### config.mk
export PLATFORM = sky130hd
export DESIGN_NAME = agg_seq_ctrl_flat
export DESIGN_NICKNAME = d
export VERILOG_FILES = /design/src/rtl/agg_pkg.sv /design/src/rtl/agg_seq_ctrl_if.sv /design/src/rtl/g_pct_to_q15.sv /design/src/rtl/agg_seq_ctrl.sv /design/src/flat_wrapper.sv
export SDC_FILE = /design/constraint.sdc
export NUM_CORES = 1
export LEC_CHECK = 0
export ABC_AREA = 1
export CORE_MARGIN = 3
export CORE_UTILIZATION = 30
export CTS_CLUSTER_SIZE = 28
export DETAILED_ROUTE_END_ITERATION = 10
export PLACE_DENSITY_LB_ADDON = 0.1
export SLEW_MARGIN = 20
export SYNTH_ARGS = -nofsm -noshare
export SYNTH_HDL_FRONTEND = slang
export SYNTH_SLANG_ARGS = --single-unit
### constraint.sdc
create_clock -name clk -period 13.7 [get_ports clk]
set_input_delay 2.74 -clock clk [delete_from_list [all_inputs] [get_ports clk]]
set_output_delay 2.74 -clock clk [all_outputs]
set_load 0.02 [all_outputs]
### src/rtl/agg_pkg.sv
// rtl/agg_pkg.sv - shared types and constants for the rule-aggregation sequencer
package agg_pkg;

   typedef enum logic [1:0] {
      IDLE = 2'd0,
      RUN  = 2'd1,
      DONE = 2'd2
   } agg_state_t;

   localparam logic [15:0] Q15_MAX    = 16'd32767;
   localparam logic [31:0] Q15_HALF   = 32'd16384;
   localparam int          RULE_IDX_W = 4;
   localparam int          ACC_W      = 20;

   localparam logic [RULE_IDX_W-1:0] CORNER_IDX [4] = '{4'd0, 4'd2, 4'd6, 4'd8};

   // Saturation happens once on the final sum, never per accumulation step.
   function automatic logic [15:0] sat_q15(input logic [ACC_W-1:0] acc);
      return (acc > {{(ACC_W-16){1'b0}}, Q15_MAX}) ? Q15_MAX : acc[15:0];
   endfunction

endpackage

### src/rtl/agg_seq_ctrl_if.sv
// rtl/agg_seq_ctrl_if.sv - operand and result handshake bundle for agg_seq_ctrl
interface agg_seq_ctrl_if;

   logic        reg_mode;
   logic        in_valid;
   logic        in_ready;
   logic [15:0] w00, w01, w02, w10, w11, w12, w20, w21, w22;
   logic [7:0]  g00, g01, g02, g10, g11, g12, g20, g21, g22;
   logic        out_valid;
   logic        out_ready;
   logic [15:0] S_w;
   logic [15:0] S_wg;

   modport master (
      output reg_mode, in_valid,
      output w00, w01, w02, w10, w11, w12, w20, w21, w22,
      output g00, g01, g02, g10, g11, g12, g20, g21, g22,
      output out_ready,
      input  in_ready, out_valid, S_w, S_wg
   );

   modport slave (
      input  reg_mode, in_valid,
      input  w00, w01, w02, w10, w11, w12, w20, w21, w22,
      input  g00, g01, g02, g10, g11, g12, g20, g21, g22,
      input  out_ready,
      output in_ready, out_valid, S_w, S_wg
   );

endinterface

### src/rtl/g_pct_to_q15.sv
// rtl/g_pct_to_q15.sv - constant table mapping percent singletons to Q1.15
module g_pct_to_q15
   import agg_pkg::*;
(
   input  logic [7:0]  g,
   output logic [15:0] gq
);

   logic [15:0] lut [256];

   // Table is fully elaborated from constants so no divider reaches silicon.
   for (genvar i = 0; i < 256; i++) begin : g_lut
      if (i >= 100) begin : g_sat
         assign lut[i] = Q15_MAX;
      end else begin : g_cal
         assign lut[i] = 16'((i * 32767 + 50) / 100);
      end
   end

   assign gq = lut[g];

endmodule

### src/rtl/agg_seq_ctrl.sv
// rtl/agg_seq_ctrl.sv - sequential rule aggregator sharing one multiplier across rules
module agg_seq_ctrl
   import agg_pkg::*;
(
   input  logic                  clk,
   input  logic                  rst_n,
   agg_seq_ctrl_if.slave         bus,
   output logic                  busy,
   output logic [RULE_IDX_W-1:0] rule_idx
);

   agg_state_t            state, state_nxt;
   logic                  mode_q;
   logic [15:0]           w_q [9];
   logic [7:0]            g_q [9];
   logic [15:0]           w_in [9];
   logic [7:0]            g_in [9];
   logic [RULE_IDX_W-1:0] step, run_idx, last_step;
   logic [ACC_W-1:0]      acc_w, acc_wg, sum_w, sum_wg;
   logic [15:0]           w_sel, gq, prod_q15, s_w_q, s_wg_q;
   logic [7:0]            g_sel;
   logic [31:0]           prod_full;
   logic [16:0]           prod_shr;
   logic                  accept, last_rule;

   assign w_in = '{bus.w00, bus.w01, bus.w02, bus.w10, bus.w11, bus.w12, bus.w20, bus.w21, bus.w22};
   assign g_in = '{bus.g00, bus.g01, bus.g02, bus.g10, bus.g11, bus.g12, bus.g20, bus.g21, bus.g22};

   assign accept    = bus.in_valid && (state == IDLE);
   assign last_step = mode_q ? 4'd8 : 4'd3;
   assign last_rule = (step == last_step);
   assign run_idx   = mode_q ? step : CORNER_IDX[step[1:0]];

   always_comb begin
      w_sel = '0;
      g_sel = '0;
      for (int i = 0; i < 9; i++) begin
         if (run_idx == 4'(i)) begin
            w_sel = w_q[i];
            g_sel = g_q[i];
         end
      end
   end

   g_pct_to_q15 u_g_lut (
      .g  (g_sel),
      .gq (gq)
   );

   // Round-half-up then clamp; the 32-bit intermediate cannot wrap for 16x16 operands.
   assign prod_full = ({16'd0, w_sel} * {16'd0, gq}) + Q15_HALF;
   assign prod_shr  = 17'(prod_full >> 15);
   assign prod_q15  = (prod_shr > {1'b0, Q15_MAX}) ? Q15_MAX : prod_shr[15:0];

   assign sum_w  = acc_w  + {{(ACC_W-16){1'b0}}, w_sel};
   assign sum_wg = acc_wg + {{(ACC_W-16){1'b0}}, prod_q15};

   always_ff @(posedge clk) begin
      if (!rst_n) state <= IDLE;
      else        state <= state_nxt;
   end

   always_comb begin
      state_nxt = state;
      case (state)
         IDLE:    if (accept)        state_nxt = RUN;
         RUN:     if (last_rule)     state_nxt = DONE;
         DONE:    if (bus.out_ready) state_nxt = IDLE;
         default:                    state_nxt = IDLE;
      endcase
   end

   always_ff @(posedge clk) begin
      if (!rst_n) begin
         mode_q <= 1'b0;
         step   <= '0;
         acc_w  <= '0;
         acc_wg <= '0;
         s_w_q  <= '0;
         s_wg_q <= '0;
         for (int i = 0; i < 9; i++) begin
            w_q[i] <= '0;
            g_q[i] <= '0;
         end
      end else begin
         case (state)
            IDLE: begin
               if (accept) begin
                  mode_q <= bus.reg_mode;
                  step   <= '0;
                  acc_w  <= '0;
                  acc_wg <= '0;
                  for (int i = 0; i < 9; i++) begin
                     w_q[i] <= w_in[i];
                     g_q[i] <= g_in[i];
                  end
               end
            end
            RUN: begin
               acc_w  <= sum_w;
               acc_wg <= sum_wg;
               if (last_rule) begin
                  s_w_q  <= sat_q15(sum_w);
                  s_wg_q <= sat_q15(sum_wg);
               end else begin
                  step <= step + 4'd1;
               end
            end
            default: ;
         endcase
      end
   end

   assign bus.in_ready  = (state == IDLE);
   assign bus.out_valid = (state == DONE);
   assign bus.S_w       = s_w_q;
   assign bus.S_wg      = s_wg_q;
   assign busy          = (state == RUN) || (state == DONE);
   assign rule_idx      = (state == RUN) ? run_idx : '0;

endmodule

### src/flat_wrapper.sv
// flat-port wrapper written by rule: the top's interface ports become plain ports
module agg_seq_ctrl_flat import agg_pkg::*;
  (clk, rst_n, busy, rule_idx, bus_reg_mode, bus_in_valid, bus_w00, bus_w01, bus_w02, bus_w10, bus_w11, bus_w12, bus_w20, bus_w21, bus_w22, bus_g00, bus_g01, bus_g02, bus_g10, bus_g11, bus_g12, bus_g20, bus_g21, bus_g22, bus_out_ready, bus_in_ready, bus_out_valid, bus_S_w, bus_S_wg);
  agg_seq_ctrl_if bus_i ();
  input  logic clk;
  input  logic rst_n;
  output logic busy;
  output logic [RULE_IDX_W-1:0] rule_idx;
  input wire logic [$bits(bus_i.reg_mode)-1:0] bus_reg_mode;
  input wire logic [$bits(bus_i.in_valid)-1:0] bus_in_valid;
  input wire logic [$bits(bus_i.w00)-1:0] bus_w00;
  input wire logic [$bits(bus_i.w01)-1:0] bus_w01;
  input wire logic [$bits(bus_i.w02)-1:0] bus_w02;
  input wire logic [$bits(bus_i.w10)-1:0] bus_w10;
  input wire logic [$bits(bus_i.w11)-1:0] bus_w11;
  input wire logic [$bits(bus_i.w12)-1:0] bus_w12;
  input wire logic [$bits(bus_i.w20)-1:0] bus_w20;
  input wire logic [$bits(bus_i.w21)-1:0] bus_w21;
  input wire logic [$bits(bus_i.w22)-1:0] bus_w22;
  input wire logic [$bits(bus_i.g00)-1:0] bus_g00;
  input wire logic [$bits(bus_i.g01)-1:0] bus_g01;
  input wire logic [$bits(bus_i.g02)-1:0] bus_g02;
  input wire logic [$bits(bus_i.g10)-1:0] bus_g10;
  input wire logic [$bits(bus_i.g11)-1:0] bus_g11;
  input wire logic [$bits(bus_i.g12)-1:0] bus_g12;
  input wire logic [$bits(bus_i.g20)-1:0] bus_g20;
  input wire logic [$bits(bus_i.g21)-1:0] bus_g21;
  input wire logic [$bits(bus_i.g22)-1:0] bus_g22;
  input wire logic [$bits(bus_i.out_ready)-1:0] bus_out_ready;
  output wire logic [$bits(bus_i.in_ready)-1:0] bus_in_ready;
  output wire logic [$bits(bus_i.out_valid)-1:0] bus_out_valid;
  output wire logic [$bits(bus_i.S_w)-1:0] bus_S_w;
  output wire logic [$bits(bus_i.S_wg)-1:0] bus_S_wg;
  assign bus_i.reg_mode = bus_reg_mode;
  assign bus_i.in_valid = bus_in_valid;
  assign bus_i.w00 = bus_w00;
  assign bus_i.w01 = bus_w01;
  assign bus_i.w02 = bus_w02;
  assign bus_i.w10 = bus_w10;
  assign bus_i.w11 = bus_w11;
  assign bus_i.w12 = bus_w12;
  assign bus_i.w20 = bus_w20;
  assign bus_i.w21 = bus_w21;
  assign bus_i.w22 = bus_w22;
  assign bus_i.g00 = bus_g00;
  assign bus_i.g01 = bus_g01;
  assign bus_i.g02 = bus_g02;
  assign bus_i.g10 = bus_g10;
  assign bus_i.g11 = bus_g11;
  assign bus_i.g12 = bus_g12;
  assign bus_i.g20 = bus_g20;
  assign bus_i.g21 = bus_g21;
  assign bus_i.g22 = bus_g22;
  assign bus_i.out_ready = bus_out_ready;
  assign bus_in_ready = bus_i.in_ready;
  assign bus_out_valid = bus_i.out_valid;
  assign bus_S_w = bus_i.S_w;
  assign bus_S_wg = bus_i.S_wg;
  agg_seq_ctrl u_core (.clk(clk), .rst_n(rst_n), .bus(bus_i), .busy(busy), .rule_idx(rule_idx));
endmodule
# After elaboration in Yosys (flattened, before gate mapping)
# Memory sizes are Yosys's and may differ from the RTL's.
# Cells that the tools add are included.
dict set report totals {
  memories 3
  input_bits 221
  latchBits 0
  output_inout_bits 39
  rom_bits 4096
  mem_bits_rw 216
  regBits 79
}
# memory depth word_bits read_ports rd_clocked_by_memory_dff wr line_no
set memory_table {}
lappend memory_table {{(name not given)} 256 16 1 0 0 g_pct_to_q15.sv:20} ;# assign gq = lut[g];
lappend memory_table {u_core.w_q 9 16 9 0 9 agg_seq_ctrl.sv:14} ;# logic [15:0] w_q [9];
lappend memory_table {u_core.g_q 9 8 9 0 9 agg_seq_ctrl.sv:15} ;# logic [7:0] g_q [9];
dict set report op_classes {
  mul 1
  n_div 0
  n_bitwise 20
  mux 62
  reduce_logical 10
  eq_ne 15
  magnitude_cmp 5
  n_shift 0
  addsub 4
}
# cell n
set op_table {}
lappend op_table {{$mux W16} 23}
lappend op_table {{$mux W8} 18}
lappend op_table {{$pmux W20 S2} 2}
lappend op_table {{$add A20 B16 Y20} 2}
lappend op_table {{$gt A20 B15 Y1 const B} 2}
lappend op_table {{$add A32 B15 Y32 const B} 1}
lappend op_table {{$mul A16 B16 Y32} 1}
lappend op_table {{$mux W4} 7}
lappend op_table {{$mux W20} 1}
lappend op_table {{$or A1 B1 Y1} 18}
lappend op_table {{$gt A17 B15 Y1 const B} 1}
lappend op_table {{$eq A4 B3 Y1 const B} 4}
lappend op_table {{$ge A9 B9 Y1 const B} 1}
lappend op_table {{$not A8 Y9} 1}
lappend op_table {{$bmux W4 S2} 1}
lappend op_table {{$eq A4 B2 Y1 const B} 2}
lappend op_table {{$pmux W4 S2} 1}
lappend op_table {{$mux W2} 3}
lappend op_table {{$pmux W2 S3} 1}
lappend op_table {{$reduce_and A2 Y1} 3}
lappend op_table {{$reduce_and A3 Y1} 2}
lappend op_table {{$mux W1} 5}
lappend op_table {{$add A4 B1 Y4 const B} 1}
lappend op_table {{$eq A4 B1 Y1 const B} 1}
lappend op_table {{13 further kinds} 15}

# Logic depth before layout (Yosys ltp)
# Gate-level depths: netlist (run 1).
dict set report logic_depth {
  ltp_word 26
  depth_mapped 77
}

# Hierarchy
# From an unflattened synthesis (run 1), not the netlist that was laid out.
dict set report unflattened {
  hier_cells 3187
  area_unflattened_um2 25179.1
}
# mod cells_each area_per_inst_um2 instances seq_area_each_um2
set modules_own_cells {}
lappend modules_own_cells {agg_seq_ctrl 2800 23333.6 1 8067.7}
lappend modules_own_cells {g_pct_to_q15 387 1845.5 1 0.0}

# Least setup slack after synthesis (run 1)
# OpenSTA, ideal clock, no wires.
dict set report synth_timing {
  path_type {reg-to-reg}
  from {register u_core.step[0]}
  to {register u_core.s_wg_q[4], in the netlist u_core.bus.S_wg[4]}
  arrival_time_ps 11799
  stages_incl_launch_ff 73
  setup_slack_ps 1765
  cell_sequence {dfxtp_1 -> inv_1 -> ha_1 -> o21ai_2 -> nor2_1 -> clkbuf_1 -> nand3_1 -> nand2_1 -> a221oi_1 -> nand2_1 -> a221oi_1 -> nand3_1 -> o21ai_0 -> inv_1 -> ha_1 -> inv_1 -> nor2_1 -> inv_1 -> [... 37 more ...] -> nor2_1 -> o21ai_0 -> nand3_1 -> nand2_1 -> nand3_1 -> nand2_1 -> nand2_1 -> nand2_1 -> nand3_1 -> nand2_1 -> nand3_1 -> nand2_1 -> nand3_1 -> xnor2_1 -> nor3_1 -> nor3b_1 -> clkbuf_1 -> a31oi_1}
}
dict set report synth_between {
  elab_chain_cells 26
}
# item line_no
set synth_rtl {}
lappend synth_rtl {{start: declaration} agg_seq_ctrl.sv:18} ;# logic [RULE_IDX_W-1:0] step, run_idx, last_step;
lappend synth_rtl {{start signal: assignment} agg_seq_ctrl.sv:106} ;# step <= step + 4'd1;
lappend synth_rtl {{$not A2 Y3 (not written as such)} agg_seq_ctrl.sv:32} ;# assign run_idx = mode_q ? step : CORNER_IDX[step[1:0]];
lappend synth_rtl {{$bmux W4 S2} agg_seq_ctrl.sv:32}
lappend synth_rtl {{$mux W4 (not written as such) (2 in series)} agg_seq_ctrl.sv:32}
lappend synth_rtl {{$mux W4} agg_seq_ctrl.sv:32}
lappend synth_rtl {{$logic_not A4 Y1} agg_seq_ctrl.sv:38} ;# if (run_idx == 4'(i)) begin
lappend synth_rtl {{$mux W8 (9 in series)} agg_seq_ctrl.sv:38}
lappend synth_rtl {{$not A8 Y9 (not written as such)} g_pct_to_q15.sv:20}
lappend synth_rtl {{$mem_v2 Z256 W16} -}
lappend synth_rtl {{$mux W16 (not written as such) (2 in series)} g_pct_to_q15.sv:20}
lappend synth_rtl {{$mul A16 B16 Y32} agg_seq_ctrl.sv:51} ;# assign prod_full = ({16'd0, w_sel} * {16'd0, gq}) + Q15_HALF;
lappend synth_rtl {{$add A32 B15 Y32} agg_seq_ctrl.sv:51}
lappend synth_rtl {{$gt A17 B15 Y1} agg_seq_ctrl.sv:53} ;# assign prod_q15 = (prod_shr > {1'b0, Q15_MAX}) ? Q15_MAX : prod_shr[15:0];
lappend synth_rtl {{$mux W16} agg_seq_ctrl.sv:53}
lappend synth_rtl {{$add A20 B16 Y20} agg_seq_ctrl.sv:56} ;# assign sum_wg = acc_wg + {{(ACC_W-16){1'b0}}, prod_q15};
lappend synth_rtl {{$gt A20 B15 Y1} agg_pkg.sv:19} ;# return (acc > {{(ACC_W-16){1'b0}}, Q15_MAX}) ? Q15_MAX : acc[15:0];
lappend synth_rtl {{$mux W16} agg_pkg.sv:19}
lappend synth_rtl {{end signal: assignment} agg_seq_ctrl.sv:104} ;# s_wg_q <= sat_q15(sum_wg);
lappend synth_rtl {{end: declaration} agg_seq_ctrl.sv:20} ;# logic [15:0] w_sel, gq, prod_q15, s_w_q, s_wg_q;
# Several ways; a longest one is shown, not always the timed one. The select of a mux whose other input is x is not followed.
# A chain may end at the register's enable or synchronous reset.

# Final worst setup path (run 1)
dict set report layout_timing {
  from {register u_core.step[0]}
  to {register u_core.s_wg_q[12], in the netlist u_core.bus.S_wg[12]}
}
# Same word-level chain as after synthesis.

==> impl_metrics.csv, run 1 <==
group,metric,value,unit
placement,hpwl,66.8,mm
global_route,antenna_found_initial,3,
global_route,grt_overflow,0,
routing,routed_via_density,4.80,
clock_tree,cts_max_level,1,
sta,fmax,79.2,MHz
critical_path,cp_max_fo,20,
floorplan,start_util,0.305,
sta,maxSlewHeadroom,0.329,
critical_path,cp.required,14.13,ns
layout,drive_above_1_share,0.0595,
flow_run,drv_cap,0,
layout,nNetsFinal,3864,
synthesis,yosysSeqAreaShare,0.327,
synthesis,syn_area_per_cell,8.09,um^2
routing,drtAntennaViolNets,0,
placement,dpl_cell_area,28500,um^2
placement,place.gp.congestion,0.891,
floorplan,coreArea,80900,um^2
critical_path,reg2regPathDepth,68,
critical_path,reg2reg_slack,1.08,ns
routing,wire_per_inst,19.5,um
clock_tree,root_buffer,"clkbuf_16",
floorplan,dieWidth,293,um
routing,wl,85.2,mm
synthesis,synth_ff_type,"edfxtp_1",
routing,drtIter0Drc,1439,
global_route,grt_use_total,0.200,
critical_path,critPathKind,"reg2reg",
sta,tightest_slew,1.01,ns
critical_path,cp_slowest_stage_delay,0.58,ns
critical_path,reg2reg_to,"u_core.bus.S_wg[12]",
floorplan,die_area,85700,um^2
layout,fin_area,29700,um^2
min_path,hp-class,"reg2reg",
critical_path,worstPathArrival,13.05,ns
sta,drv_slew,0,
critical_path,crit_path_frequent_cell,"nand2_1",
clock_tree,cts_buffer_depth,3,
global_route,grt_max_degree,78,
status,outcome,"finished clean",
clock_tree,ctsHoldBuffers,0,
critical_path,start_kind,"flop",
critical_path,endpoint_kind,"flop",
sta,setup_tns,0,ns
sta,finalSetupViolations,0,
synthesis,yosysWarnings,0,
min_path,hold_path.startpoint,"u_core.bus.S_w[15]",
routing,vias,21000,
layout,num_antenna_cells,0,
global_route,grt_pass1_wl,133,mm
floorplan,die_h,293,um
critical_path,critPathSlowestCell,"fa_1",
synthesis,synth.distinct_cells,66,
clock_tree,cts_sinks,295,
sta,skew,0.0333,ns
routing,drc,0,
sta,holdWs,0.444,ns
sta,rsz0062_at_grt,"no",
floorplan,ioPinCount,260,
clock_tree,clock_latency,0.60,ns
clock_tree,numCtsBuffers,31,
synthesis,ys_ff_latch,295,
synthesis,syn-num-nets,3628,
sta,final.period_utilization,0.921,
floorplan,rows,104,
sta,period_needed,12.62,ns
synthesis,synthCells,3050,
global_route,grt_pass1_vias,22400,
clock_tree,cts_tree,"done",
sta,hold_viol,0,
clock_tree,clk_pin_slew,0.08,ns
min_path,hold_depth,2,
routing,dr.pass1.iters,7,
layout,areaGrowthSynthToFinish,20.5,%
synthesis,syn_area,24700,um^2
min_path,hold_end,"u_core.bus.S_w[15]",
synthesis,synth-edff-count,216,
synthesis,async_reset_ff_frac,0,
placement,numPortBuffers,259,
critical_path,r2r_start,"u_core.step[0]",
-- registers in the layout, summed over array words and instances, names as in the netlist, 2 cells and up --
signal / cells
u_core.acc_w: 20
u_core.bus.S_wg: 16
u_core.w_q: 144
u_core.acc_wg: 20
u_core.state: 2
u_core.g_q: 72
u_core.bus.S_w: 16
u_core.step: 4
-- worst max-delay path: cells and delay by family, from the launching register on --
family,cells,cell delay [ns]
flops,1,0.39
buf+inv,14,1.84
compound gates,11,2.02
fa+ha+maj,10,4.43
simple gates,31,3.42
xor+xnor,2,0.32
-- cell usage after synthesis (10+ instances only) --
| master | instances | area [um^2] |
|---|---|---|
| o21ai_0 | 82 | 410 |
| a21oi_1 | 169 | 846 |
| nand2_2 | 26 | 163 |
| edfxtp_1 | 216 | 6490 |
| nand3_1 | 100 | 500 |
| inv_1 | 641 | 2410 |
| nand4_1 | 25 | 156 |
| or2_2 | 15 | 93.8 |
| ha_1 | 174 | 2180 |
| clkbuf_1 | 82 | 308 |
| buf_1 | 11 | 41.3 |
| xor2_1 | 29 | 254 |
| nor2_1 | 436 | 1640 |
| buf_2 | 10 | 50.1 |
| inv_2 | 11 | 41.3 |
| fa_1 | 183 | 3660 |
| dfxtp_1 | 79 | 1580 |
| o31ai_1 | 14 | 105 |
| nor3_1 | 21 | 105 |
| o211ai_1 | 10 | 75.1 |
| xnor2_1 | 20 | 175 |
| a221oi_1 | 20 | 175 |
| a32o_1 | 13 | 130 |
| nand2_1 | 519 | 1950 |
| a31oi_1 | 28 | 175 |
| o21a_1 | 24 | 180 |
-- per-stage QoR --
step	cells	worst slack, ns	util
6_report	4371	1.08	0.367
2_1_floorplan	3050	1.76	-
3_3_place_gp	4307	1.10	0.352
3_5_place_dp	4307	0.803	0.352
5_1_grt	4371	0.0105	0.367
4_1_cts	4365	0.730	0.366
-- routing by layer --
metal,routed length [um],part of all wire,global-route usage,up-vias
met3,3940,0.046,0.0223,86
met5,13,0.00015,0,-
met4,1580,0.018,0.0383,2
li1,-,-,-,10100
met2,41200,0.48,0.348,550
met1,38500,0.45,0.269,10300
-- cells in the final DEF, fill, tap and decap left out, types with 21 or more instances in the layout --
cell type          n
clkdlybuf4s50_1  259
edfxtp_1         216
nor3_1            21
inv_1            640
nor2_1           433
nand2_1          517
clkbuf_16         31
xor2_1            29
a31oi_1           28
nand3_1           99
o21a_1            24
ha_1             174
dfxtp_1           79
nand2_2           26
nand4_1           25
o21ai_0           81
fa_1             183
a21oi_1          169
buf_4             55
-- cell type report --
class | instances | area (um^2)
fill | 8549 | 51200
multi-input combinational | 1985 | 13700
sequential | 295 | 8070
timing repair buffer | 314 | 3010
inverter | 659 | 2480
tap | 1060 | 1330
clock buffer | 34 | 817
clock inverter | 24 | 333
-- cells by family (layout without fill, tap and decap cells) --
family          Yosys count  count (layout)  synth area share
compound gates          407             407             0.100
xor+xnor                 50              50            0.0181
fa+ha+maj               357             357             0.237
buf+inv                 770            1031             0.120
flops                   295             295             0.327
other cells               1               1          0.000152
simple gates           1170            1170             0.197
-- timing repair --
item | CTS | global route
endpoints found under the setup margin | 0 | 20
gates resized for setup | 0 | 10
setup buffers | 0 | 6
-- worst max-delay path by stage --
| stage | from | end | slack, ns | cells after the start |
|---|---|---|---|---|
| after global placement | u_core.step[0] | u_core.bus.S_wg[14] | 1.10 | 62 |
| after detailed placement | u_core.mode_q | u_core.bus.S_wg[4] | 0.80 | 68 |
| after CTS | u_core.mode_q | u_core.bus.S_wg[14] | 0.73 | 70 |
| after floorplan | u_core.step[0] | u_core.bus.S_wg[4] | 1.76 | 72 |
| final | u_core.step[0] | u_core.bus.S_wg[12] | 1.08 | 68 |
| after global routing | u_core.step[0] | u_core.bus.S_wg[8] | 0.01 | 69 |
Power of run 1 is left out: the tool's default activity adds up to more than one toggle a clock period on the data nets, which glitch-free logic cannot reach.
==> inputs of run 2 (changes only) <==
CORE_MARGIN = 2   (was 3)
==> run 2 against run 1 <==
Effect of this change: die area down 1.4%; non-clock buffer count rose by 5; sequential share of layout area about the same; first-iteration DRC count is 1.8% higher; final area is 0.13% lower; clock skew shrank 0.010 ns; flip-flop and latch count unchanged; count of clock-buffer cells in the layout rose by 14; critical path type unchanged; largest cell class unchanged.
==> impl_metrics.csv, run 2 (synthesized netlist as in run 1, its figures left out) <==
group,metric,value,unit
routing,wire_per_inst,19.6,um
routing,vias,20900,
sta,maxSlewHeadroom,0.327,
routing,drtAntennaViolNets,0,
layout,top_regs,"u_core.w_q x144, u_core.g_q x72",
critical_path,critPathKind,"reg2reg",
sta,layout_setup_ws,1.20,ns
critical_path,critPathSlowestCell,"fa_1",
routing,dr.pass1.iters,7,
sta,period_needed,12.50,ns
global_route,grt_pass1_vias,22100,
floorplan,dieWidth,291,um
critical_path,critPathLaunch,"u_core.step[0]",
floorplan,coreArea,81700,um^2
global_route,grt_overflow,0,
layout,nNetsFinal,3872,
sta,setup_tns,0,ns
sta,drv_slew,0,
routing,routed_via_density,4.77,
floorplan,rows,105,
global_route,grt_pass1_wl,133,mm
placement,dp.cells,4328,
sta,finalSetupViolations,0,
placement,dpl_cell_area,28600,um^2
layout,areaGrowthSynthToFinish,20.3,%
critical_path,cp_max_fo,20,
layout,final_cell_mix,"inv_1 (639), nand2_1 (517), nor2_1 (432)",
routing,drtIter0Drc,1465,
critical_path,reg2reg_to,"u_core.bus.S_wg[8]",
floorplan,die_area,84500,um^2
placement,place.gp.congestion,0.885,
placement,hpwl,66.9,mm
sta,skew,0.0229,ns
placement,numPortBuffers,259,
layout,drive_above_1_share,0.0582,
global_route,grt_use_total,0.204,
layout,finalNonFillerCells,4389,
min_path,hold_depth,2,
clock_tree,clk_pin_slew,0.06,ns
critical_path,reg2reg_slack,1.20,ns
floorplan,die_h,291,um
min_path,hold_path.startpoint,"u_core.bus.S_w[15]",
routing,drc,0,
critical_path,cp.required,14.09,ns
floorplan,ioPinCount,260,
clock_tree,cts_sinks,295,
sta,rsz0062_at_grt,"no",
clock_tree,cts_tree,"done",
global_route,grt_max_degree,170,
critical_path,worstPathArrival,12.88,ns
clock_tree,cts_setup_buffers,0,
layout,final_common_cell,"inv_1",
flow_run,drv_cap,0,
placement,place_ws,0.626,ns
critical_path,r2r_start,"u_core.step[0]",
layout,num_antenna_cells,0,
sta,final.period_utilization,0.912,
clock_tree,root_buffer,"clkbuf_16",
layout,fin_area,29700,um^2
routing,wl,86.0,mm
critical_path,crit_path_frequent_cell,"nand2_1",
clock_tree,cts_max_level,2,
critical_path,reg2regPathDepth,69,
sta,hold_viol,0,
critical_path,worstSetupEndpoint,"u_core.bus.S_wg[8]",
status,outcome,"finished clean",
layout,largest-register,"u_core.w_q",
sta,tightest_slew,1.01,ns
min_path,hp-class,"reg2reg",
sta,fmax,80.0,MHz
critical_path,start_kind,"flop",
layout,largest_reg_flops,144,
clock_tree,numCtsBuffers,34,
critical_path,cp_slowest_stage_delay,0.59,ns
critical_path,endpoint_kind,"flop",
global_route,antenna_found_initial,0,
floorplan,start_util,0.302,
clock_tree,clock_latency,0.54,ns
clock_tree,cts_buffer_depth,3,
==> run 2: changes by cell type in the layout (fill, tap and decap cells not counted), moves of 3 or more <==
cell / delta
clkbuf_1: +12
clkinv_4: -3
clkinv_1: +4
buf_4: +3
bufinv_16: -7
clkbuf_16: +5
clkinvlp_4: -3
clkbuf_8: -3
==> run 2: metrics by stage <==
step                utilization  hold slack [ns]
floorplan                     -            0.445
global placement          0.350            0.432
detailed placement        0.350            0.432
CTS                       0.363            0.443
global route              0.363            0.467
finish                    0.363            0.438
==> run 2: area by class of cell <==
cell class | count | area (um^2)
timing repair buffer | 319 | 3060
clock inverter | 13 | 78.8
inverter | 659 | 2480
clock buffer | 48 | 946
sequential | 295 | 8070
fill | 8659 | 52000
tap | 1070 | 1340
multi-input combinational | 1985 | 13700
==> run 2: worst min path at each step <==
stage                               endpoint
after floorplan             u_core.acc_wg[2]
after global placement    u_core.bus.S_w[15]
after detailed placement  u_core.bus.S_w[15]
after CTS                 u_core.bus.S_w[15]
after global routing      u_core.bus.S_w[15]
final                     u_core.bus.S_w[15]
==> run 2: what timing repair did <==
| action | in CTS | in global routing |
|---|---|---|
| endpoints found under the setup margin | 0 | 22 |
| resized for setup | 0 | 18 |
| hold buffers | 0 | 0 |
==> run 2: critical path: cells and delay by family (launching register included) <==
| kind | cells | cell delay (ns) |
|---|---|---|
| AO/OA/AOI/OAI | 9 | 1.81 |
| XOR/XNOR | 2 | 0.32 |
| adder cells (fa/ha/maj) | 10 | 4.40 |
| buffers and inverters | 12 | 1.44 |
| flip-flops | 1 | 0.36 |
| AND/OR/NAND/NOR | 36 | 3.95 |
==> run 2: layer usage <==
layer | share of wire | wire length [um] | vias up | track usage
met5 | 0 | 0 | - | 0
met3 | 0.042 | 3580 | 97 | 0.0212
met4 | 0.022 | 1880 | 0 | 0.0490
met1 | 0.46 | 39500 | 10200 | 0.276
li1 | - | - | 10100 | -
met2 | 0.48 | 41000 | 528 | 0.349
Power of run 2 is left out for the same reason.
